==> config.mk <==
export PLATFORM = sky130hd
export DESIGN_NAME = id_ex_hazard_stage
export DESIGN_NICKNAME = d
export VERILOG_FILES = /design/src/rtl/id_ex_hazard_stage.sv
export SDC_FILE = /design/constraint.sdc
export NUM_CORES = 1
export LEC_CHECK = 0
export CAP_MARGIN = 10
export CORE_AREA = 5 5 124 126
export CTS_CLUSTER_SIZE = 16
export DETAILED_ROUTE_END_ITERATION = 10
export DIE_AREA = 0 0 129 131
export GPL_TIMING_DRIVEN = 0
export PLACE_DENSITY = 0.9
export SLEW_MARGIN = 0
export SYNTH_ARGS = -nofsm -noshare
export SYNTH_HDL_FRONTEND = slang
export SYNTH_SLANG_ARGS = --single-unit
==> constraint.sdc <==
create_clock -name clk -period 4.3 [get_ports clk]
set_clock_uncertainty 0.15 [all_clocks]
set_input_delay 0.645 -clock clk [delete_from_list [all_inputs] [get_ports clk]]
set_output_delay 0.645 -clock clk [all_outputs]
set_load 0.01 [all_outputs]
==> src/rtl/id_ex_hazard_stage.sv <==
`default_nettype none
// ============================================================================
// Module   : id_ex_hazard_stage
// Brief    : ID/EX pipeline register. Applies the hazard unit's forwarding,
//            stall and flush decisions, and counts stall and flush events.
// Revision : 1.0 - initial release
// ============================================================================
module id_ex_hazard_stage #(
    parameter int CTRL_W     = 16,
    parameter int CNT_W      = 16,
    parameter bit FORWARD_EN = 1'b1
) (
    input  logic              clk,
    input  logic              rst_n,
    input  logic              id_valid,
    input  logic [31:0]       id_r1_data,
    input  logic [31:0]       id_r2_data,
    input  logic [CTRL_W-1:0] id_ctrl,
    input  logic [4:0]        id_write_reg,
    input  logic              id_reg_write,
    input  logic              id_mem_to_reg,
    input  logic [1:0]        forward1,
    input  logic [1:0]        forward2,
    input  logic              load_use,
    input  logic              conflict,
    input  logic [31:0]       ex_alu_result,
    input  logic [31:0]       mem_alu_result,
    input  logic [31:0]       mem_load_data,
    input  logic              flush,
    output logic              pc_stall,
    output logic              ifid_stall,
    output logic              ex_valid,
    output logic [31:0]       ex_op1,
    output logic [31:0]       ex_op2,
    output logic [CTRL_W-1:0] ex_ctrl,
    output logic [4:0]        ex_write_reg,
    output logic              ex_reg_write,
    output logic              ex_mem_to_reg,
    output logic [CNT_W-1:0]  stall_count,
    output logic [CNT_W-1:0]  flush_count
);

    localparam logic [CNT_W-1:0] c_cnt_max = {CNT_W{1'b1}};
    localparam logic [1:0]       c_fwd_reg = 2'b00;
    localparam logic [1:0]       c_fwd_mem = 2'b01;
    localparam logic [1:0]       c_fwd_ld  = 2'b10;

    logic              w_stall_req;
    logic              w_stall;
    logic              w_bubble;
    logic [31:0]       w_op1;
    logic [31:0]       w_op2;

    logic              r_ex_valid;
    logic [31:0]       r_ex_op1;
    logic [31:0]       r_ex_op2;
    logic [CTRL_W-1:0] r_ex_ctrl;
    logic [4:0]        r_ex_write_reg;
    logic              r_ex_reg_write;
    logic              r_ex_mem_to_reg;
    logic [CNT_W-1:0]  r_stall_count;
    logic [CNT_W-1:0]  r_flush_count;

    // Without forwarding every RAW hazard must wait for writeback.
    assign w_stall_req = id_valid & (FORWARD_EN ? load_use : conflict);
    assign w_stall     = w_stall_req & ~flush;
    assign w_bubble    = flush | w_stall_req;

    assign pc_stall    = w_stall;
    assign ifid_stall  = w_stall;

    always_comb begin
        w_op1 = id_r1_data;
        w_op2 = id_r2_data;
        if (FORWARD_EN) begin
            case (forward1)
                c_fwd_reg: w_op1 = id_r1_data;
                c_fwd_mem: w_op1 = mem_alu_result;
                c_fwd_ld:  w_op1 = mem_load_data;
                default:   w_op1 = ex_alu_result;
            endcase
            case (forward2)
                c_fwd_reg: w_op2 = id_r2_data;
                c_fwd_mem: w_op2 = mem_alu_result;
                c_fwd_ld:  w_op2 = mem_load_data;
                default:   w_op2 = ex_alu_result;
            endcase
        end
    end

    always_ff @(posedge clk) begin
        if (!rst_n) begin
            r_ex_valid      <= 1'b0;
            r_ex_op1        <= '0;
            r_ex_op2        <= '0;
            r_ex_ctrl       <= '0;
            r_ex_write_reg  <= '0;
            r_ex_reg_write  <= 1'b0;
            r_ex_mem_to_reg <= 1'b0;
        end else if (w_bubble) begin
            // Operands are left stale; a bubble never consumes them.
            r_ex_valid      <= 1'b0;
            r_ex_ctrl       <= '0;
            r_ex_write_reg  <= '0;
            r_ex_reg_write  <= 1'b0;
            r_ex_mem_to_reg <= 1'b0;
        end else begin
            r_ex_valid      <= id_valid;
            r_ex_op1        <= w_op1;
            r_ex_op2        <= w_op2;
            r_ex_ctrl       <= id_ctrl;
            r_ex_write_reg  <= id_write_reg;
            r_ex_reg_write  <= id_reg_write & id_valid;
            r_ex_mem_to_reg <= id_mem_to_reg & id_valid;
        end
    end

    always_ff @(posedge clk) begin
        if (!rst_n) begin
            r_stall_count <= '0;
            r_flush_count <= '0;
        end else begin
            if (w_stall && (r_stall_count != c_cnt_max))
                r_stall_count <= r_stall_count + 1'b1;
            if (flush && id_valid && (r_flush_count != c_cnt_max))
                r_flush_count <= r_flush_count + 1'b1;
        end
    end

    assign ex_valid      = r_ex_valid;
    assign ex_op1        = r_ex_op1;
    assign ex_op2        = r_ex_op2;
    assign ex_ctrl       = r_ex_ctrl;
    assign ex_write_reg  = r_ex_write_reg;
    assign ex_reg_write  = r_ex_reg_write;
    assign ex_mem_to_reg = r_ex_mem_to_reg;
    assign stall_count   = r_stall_count;
    assign flush_count   = r_flush_count;

endmodule
`default_nettype wire

# [Word-level counts from Yosys, hierarchy flattened]
# Cells that the tools add are included.
[totals] regBits=120 input_bits=193 wordCells=32
[op_classes] add_sub_neg=2 n_eq_ne=6 muxes=2 bitwise=7 n_reduce_logical=6
[ops] operator="$pmux W32 S3" n=2
[ops] operator="$add A16 B1 Y16 const B" n=2
[ops] operator="$ne A16 B16 Y1 const B" n=2
[ops] operator="$and A1 B1 Y1" n=4
[ops] operator="$eq A2 B1 Y1 const B" n=2
[ops] operator="$eq A2 B2 Y1 const B" n=2
[ops] operator="$logic_not A2 Y1" n=2
[ops] operator="$logic_and A1 B1 Y1" n=3
[ops] operator="$not A1 Y1" n=2
[ops] operator="$reduce_or A2 Y1" n=1
[ops] operator="$or A1 B1 Y1" n=1

# [Depth between registers and ports, before layout]
# Gate-level depths: netlist of run 1.
[depth] depth_word=3 ltp_mapped=6 mapped_depth_nobuf=5

# [Least setup slack after synthesis of run 1]
# OpenSTA, ideal clock, no wires.
[synth_timing] path_type="input to register" start="input id_valid" end="register r_stall_count[15], in the netlist stall_count[15]" setup_time_ns=0.070 arrival_time_ns=2.170 path_slack_ns=1.910 stages=6 cell_sequence="buf_4 nand3b_4 or4_1 buf_2 or4_1 a21oi_1"
[synth_between] elab_chain_cells=3
[synth_rtl] item="start: declaration" line="15" rtl="input logic id_valid,"
[synth_rtl] item="$and A1 B1 Y1" line="65" rtl="assign w_stall_req = id_valid & (FORWARD_EN ? load_use : conflict);"
[synth_rtl] item="$and A1 B1 Y1" line="66" rtl="assign w_stall = w_stall_req & ~flush;"
[synth_rtl] item="$logic_and A1 B1 Y1" line="123" rtl="if (w_stall && (r_stall_count != c_cnt_max))"
[synth_rtl] item="end signal: assignment" line="124" rtl="r_stall_count <= r_stall_count + 1'b1;"
[synth_rtl] item="end: declaration" line="61" rtl="logic [CNT_W-1:0] r_stall_count;"
# No other way between the ends.
# A chain may end at the register's enable or synchronous reset.

# [Final worst setup path of run 1]
[layout_timing] start="input flush" end="output pc_stall"
[layout_between] elab_chain_cells=2
[layout_rtl] item="start: declaration" line="29" rtl="input logic flush,"
[layout_rtl] item="$not A1 Y1" line="66"
[layout_rtl] item="$and A1 B1 Y1" line="66"
[layout_rtl] item="end: declaration" line="30" rtl="output logic pc_stall,"
# No other way between the ends.

==> reports/results.tsv, run 1 <==
metric	value	unit
synthMuxAreaShare	0.246	
ctsHoldBuffers	0	
cts_made_buffers	17	
hold_viol_final	0	
synth_seq_cells	120	
layout_commonest_cell	clkdlybuf4s50_1	
cp.arrival	2.33	ns
mostFrequentLayoutCells	310 x clkdlybuf4s50_1, 146 x nand2_1, 120 x dfxtp_1	
worstSkewPairLatency	0.41	ns
die-area	0.0169	mm^2
syn_nets	802	
synth_xor_area_frac	0	
post_synth_instance_area	0.00597	mm^2
worst_pin_slew	0.944	ns
port_buffers	310	
grt.overflow.total	0	
drcViolationCount	0	
synth_top_family_by_area	multiplexers	
track_usage	0.277	
finalCriticalPeriod	3.12	ns
multi_input_area	0.00334	mm^2
core_region_area	0.0142	mm^2
crit_family	buffers and inverters	
dp.cells	1101	
drv_slew	0	
relSlewSlack	0.365	
cts_tree	built	
grt_pass1_wl	35.4	mm
regArea	0.00240	mm^2
insertedDiodeCount	0	
start_util	0.421	
grt_setup_unrepaired	no	
synth_cell_types	38	
ioPinCount	315	
grt_max_degree	17	
clock-sinks	120	
critPathBufInv	4	
routed_wl	24.4	mm
post-route-period-util	0.726	
postCtsSetupBuffers	0	
crit_type	in2out	
cp_cell_sequence	clkdlybuf4s50_1, nand3b_4, inv_1, buf_4, clkdlybuf4s50_1	
rows	44	
drtPass1Iterations	5	
fillers	1051	
crit_path_end_kind	output port	
cpMostUsedCell	clkdlybuf4s50_1	
yosys.area_share.adder	0.00419	
synth_compound_area_frac	0.115	
nets	1131	
p_leak	3.55	nW
hold_path_class	reg2reg	
syn_avg_cell_area	9.84	um^2
yosysWarnings	0	
cp_slowest_cell	clkdlybuf4s50_1	
drtAntennaViolNets	0	
drtIter0Drc	596	
clock_path_buffers	2	
worst_slack	1.18	ns
cp-start-kind	input port	
cts-resized-gates	0	
worst_ir_drop_vdd	278	uV
vias	6529	
worst_ep_required_time	3.50	ns
clock.fmax	320	MHz
final_core_util	0.701	
place_hpwl	19.2	mm
synth-simple-area-share	0.194	
ctsRootBufferMaster	clkbuf_16	
crit_fanout	10	
ys_seq_area_frac	0.402	
post-place-ws	1.07	ns
viasPerCell	5.77	
critPathMaxStageDelay	0.55	ns
cap_violations	0	
antenna_found_initial	0	
hold-worst-slack	0.303	ns
fp.dieH	131	um
setup_violations	0	
fin_cells	1131	
wl_per_cell	21.6	um
synthToLayoutAreaGrowth	66.7	%
place_congestion	0.893	
grt_pass1_vias	6522	
drive_above_1_share	0.115	
finalSetupTns	0	ns
power_density	339	mW/mm^2
htree_levels	4	
status	complete, no violations	
die_w	129	um
path_clk_slew	0.05	ns
synth_cells	607	
[worst paths after layout]
| kind | startpoint | to | slack (ns) | cells after the start |
|---|---|---|---|---|
| min reg2reg | ex_op2[17] | ex_op2[17] | 0.30 | 2 |
| max reg2reg | flush_count[11] | flush_count[7] | 1.80 | 5 |
| max | flush | pc_stall | 1.18 | 5 |
| min | ex_op2[17] | ex_op2[17] | 0.30 | 2 |
[through the flow]
stage	power (mW)	cell area [um^2]
3_3_place_gp	1.81	9310
2_1_floorplan	1.46	5970
6_report	3.38	9960
4_1_cts	3.39	9960
5_1_grt	3.49	9960
3_5_place_dp	1.83	9310
[cell type report]
| type | count | area share |
|---|---|---|
| Clock inverter | 8 | 0.0168 |
| Sequential cell | 120 | 0.241 |
| Timing Repair Buffer | 310 | 0.312 |
| Clock buffer | 22 | 0.0486 |
| Inverter | 6 | 0.00226 |
| Buffer | 50 | 0.0206 |
| Multi-Input combinational cell | 431 | 0.336 |
| Tap cell | 184 | 0.0231 |
[worst min-delay path, delay by kind of cell (launching register included)]
family	cells	cell delay [ns]
DFF	1	0.30
AOI/OAI and AO/OA	1	0.05
and+or+nand+nor	1	0.05
[layer usage]
metal,routed length [um],track usage,vias up,share of wire
met5,0,0,-,0
met4,797,0.113,0,0.033
met3,2490,0.0846,64,0.10
met2,12600,0.487,416,0.51
met1,8580,0.314,3110,0.35
li1,-,-,2939,-
[report_power, final]
group | leakage, nW | internal, mW | switching [mW]
Sequential | 0.980 | 1.16 | 0.0270
Clock | 0.318 | 1.08 | 0.491
Combinational | 2.25 | 0.367 | 0.250
Total | 3.55 | 2.61 | 0.768
[logic make-up after synthesis]
family | after synthesis
AOI/OAI and AO/OA | 121
adders and majority gates | 2
buffers and inverters | 56
DFF | 120
muxes | 67
and+or+nand+nor | 241
[cells in the mapped netlist]
master | instances | area share
nand4_1 | 8 | 0.0084
o41ai_1 | 2 | 0.0029
clkbuf_1 | 37 | 0.023
a311oi_1 | 1 | 0.0015
nor2_1 | 4 | 0.0025
mux4_2 | 64 | 0.24
and4_2 | 1 | 0.0017
nor4_1 | 7 | 0.0073
a21o_2 | 1 | 0.0015
o211a_1 | 1 | 0.0017
and3_1 | 24 | 0.025
a21oi_1 | 86 | 0.072
o211ai_1 | 5 | 0.0063
dfxtp_1 | 120 | 0.40
nor4b_1 | 2 | 0.0029
ha_1 | 2 | 0.0042
nor3_1 | 6 | 0.0050
inv_1 | 5 | 0.0031
nand2_1 | 146 | 0.092
nand3_1 | 12 | 0.010
buf_4 | 2 | 0.0025
and4_1 | 2 | 0.0029
buf_2 | 8 | 0.0067
o22ai_1 | 1 | 0.0010
mux2i_1 | 3 | 0.0050
and2_1 | 2 | 0.0021
nand3b_4 | 1 | 0.0034
o41a_1 | 1 | 0.0019
o21ai_0 | 6 | 0.0050
or3_2 | 2 | 0.0025
nand2b_1 | 4 | 0.0042
buf_1 | 3 | 0.0019
inv_2 | 1 | 0.00063
o311ai_0 | 1 | 0.0015
a211oi_1 | 2 | 0.0025
o31ai_1 | 14 | 0.018
or4_1 | 14 | 0.018
or3_1 | 6 | 0.0063
No activity file was read; power rests on OpenSTA's default activity.
==> inputs of run 2 (changes only) <==
--- a/config.mk
+++ b/config.mk
@@ -6,12 +6,12 @@
 export NUM_CORES = 1
 export LEC_CHECK = 0
 export CAP_MARGIN = 10
-export CORE_AREA = 5 5 124 126
+export CORE_AREA = 5 5 135 137
 export CTS_CLUSTER_SIZE = 16
 export DETAILED_ROUTE_END_ITERATION = 10
-export DIE_AREA = 0 0 129 131
+export DIE_AREA = 0 0 140 142
 export GPL_TIMING_DRIVEN = 0
-export PLACE_DENSITY = 0.9
+export PLACE_DENSITY = 0.81
 export SLEW_MARGIN = 0
 export SYNTH_ARGS = -nofsm -noshare
 export SYNTH_HDL_FRONTEND = slang
==> constraint.sdc (replaced) <==
create_clock -name clk -period 2.6 [get_ports clk]
set_clock_uncertainty 0.15 [all_clocks]
set_input_delay 0.39 -clock clk [delete_from_list [all_inputs] [get_ports clk]]
set_output_delay 0.39 -clock clk [all_outputs]
set_load 0.01 [all_outputs]
==> run 2 against run 1 <==
Setup slack worse by 1.1 ns; count of clock-buffer cells in the layout increased by 1; routed wire length is 1.8% lower; final area fell by 0.64%; core utilization is 12 points lower; largest cell class unchanged; via count is 3.3% lower; die area increased by 18%; first-iteration DRC count is 49% lower; global-route usage down 4.4 points; combinational power grew 65%; critical path type unchanged.
==> reports/results.tsv, run 2 (same netlist as run 1, synthesis figures left out) <==
metric	value	unit
worst_pin_slew	0.929	ns
cts_tree	built	
insertedDiodeCount	0	
cts_made_buffers	17	
crit_path_end_kind	output port	
use_met3	0.0743	
htree_levels	4	
grt_max_degree	17	
multi_input_area	0.00335	mm^2
hold-worst-slack	0.196	ns
grt-busiest-layer	met2	
die-area	0.0199	mm^2
cp.arrival	1.99	ns
drcViolationCount	0	
grt_pass1_wl	35.5	mm
hold_viol_final	0	
viasPerCell	5.38	
clock-sinks	120	
die_w	140	um
drive_above_1_share	0.117	
cp_slowest_cell	clkdlybuf4s50_1	
drv_slew	0	
crit_fanout	10	
hold_path_class	in2reg	
path_clk_slew	0.05	ns
ctsHoldBuffers	0	
power	5.10	mW
crit_type	in2out	
clock_path_buffers	2	
track_usage	0.233	
setup_violations	0	
layout_commonest_cell	clkdlybuf4s50_1	
post-place-ws	-0.430	ns
p_leak	3.48	nW
regArea	0.00240	mm^2
post-route-period-util	0.973	
worst_ir_drop_vdd	465	uV
finalSetupTns	0	ns
status	complete, no violations	
final_core_util	0.584	
mostFrequentLayoutCells	310 x clkdlybuf4s50_1, 146 x nand2_1, 120 x dfxtp_1	
cap_violations	0	
vias	6315	
place_congestion	0.912	
drtAntennaViolNets	0	
cp_cell_sequence	clkdlybuf4s50_1, nand3b_4, inv_2, buf_4, clkdlybuf4s50_1	
grt_setup_unrepaired	no	
synthToLayoutAreaGrowth	65.6	%
fillers	1465	
port_buffers	310	
grt_pass1_vias	6180	
gr-usage-met2	0.400	
worstSkewPairLatency	0.41	ns
drtIter0Drc	306	
clock.fmax	395	MHz
power_density	515	mW/mm^2
grt.overflow.total	0	
drtPass1Iterations	5	
cpMostUsedCell	clkdlybuf4s50_1	
wl_per_cell	20.4	um
worst_ep_required_time	2.06	ns
finalCriticalPeriod	2.53	ns
ctsRootBufferMaster	clkbuf_16	
worst_slack	0.0697	ns
place_hpwl	18.9	mm
critPathMaxStageDelay	0.53	ns
ioPinCount	315	
use_met1	0.282	
routed_wl	24.0	mm
fp.dieH	142	um
start_util	0.353	
cp-start-kind	input port	
nets	1131	
core_region_area	0.0169	mm^2
rows	48	
relSlewSlack	0.376	
antenna_found_initial	0	
-- run 2: changes by cell type in the layout (fill, tap and decap cells not counted), sizes merged --
| cell | before | now |
|---|---|---|
| clkinvlp | 1 | 2 |
| clkinv | 2 | 6 |
| bufinv | 5 | 0 |
| clkbuf | 59 | 60 |
-- run 2: worst paths after layout --
| check | startpoint | cells after the start | endpoint | slack (ns) |
|---|---|---|---|---|
| setup / recovery | flush | 5 | pc_stall | 0.07 |
| hold / removal | id_valid | 2 | ex_valid | 0.20 |
| setup reg to reg | stall_count[0] | 6 | stall_count[14] | 0.23 |
| hold reg to reg | ex_op1[25] | 2 | ex_op1[25] | 0.30 |
-- run 2: worst max-delay path, delay by kind of cell --
family	cells	cell delay, ns
buffers and inverters	4	1.32
AND/OR/NAND/NOR	1	0.28
-- run 2: repair_timing --
item                                    4_1_cts  5_1_grt
setup buffers                                 0        0
endpoints found under the setup margin        1       56
pin swaps                                     0        0
endpoints found under the hold margin         0        0
gates resized for setup                       0        3
-- run 2: cell type report --
type / count / area share
clock inverter: 8 / 0.00493
clock buffer: 23 / 0.0483
inverter: 6 / 0.00228
timing repair buffer: 310 / 0.314
sequential: 120 / 0.243
tap: 225 / 0.0285
multi-input combinational: 431 / 0.339
buffer: 50 / 0.0207
-- run 2: per-stage QoR --
stage / cell area, um^2 / std cells
finish: 9890 / 1173
global placement: 9360 / 1142
floorplan: 5970 / 607
detailed placement: 9360 / 1142
CTS: 9880 / 1173
global route: 9890 / 1173
-- run 2: power breakdown --
part | internal, mW | total (mW) | switching [mW]
combinational | 0.608 | 1.02 | 0.411
sequential | 1.92 | 1.96 | 0.0397
clock | 1.28 | 2.12 | 0.839
-- run 2: per-layer routing --
metal	routed length, um	part of all wire
met4	510	0.021
met1	9270	0.39
met3	2250	0.094
met5	0	0
met2	12000	0.50
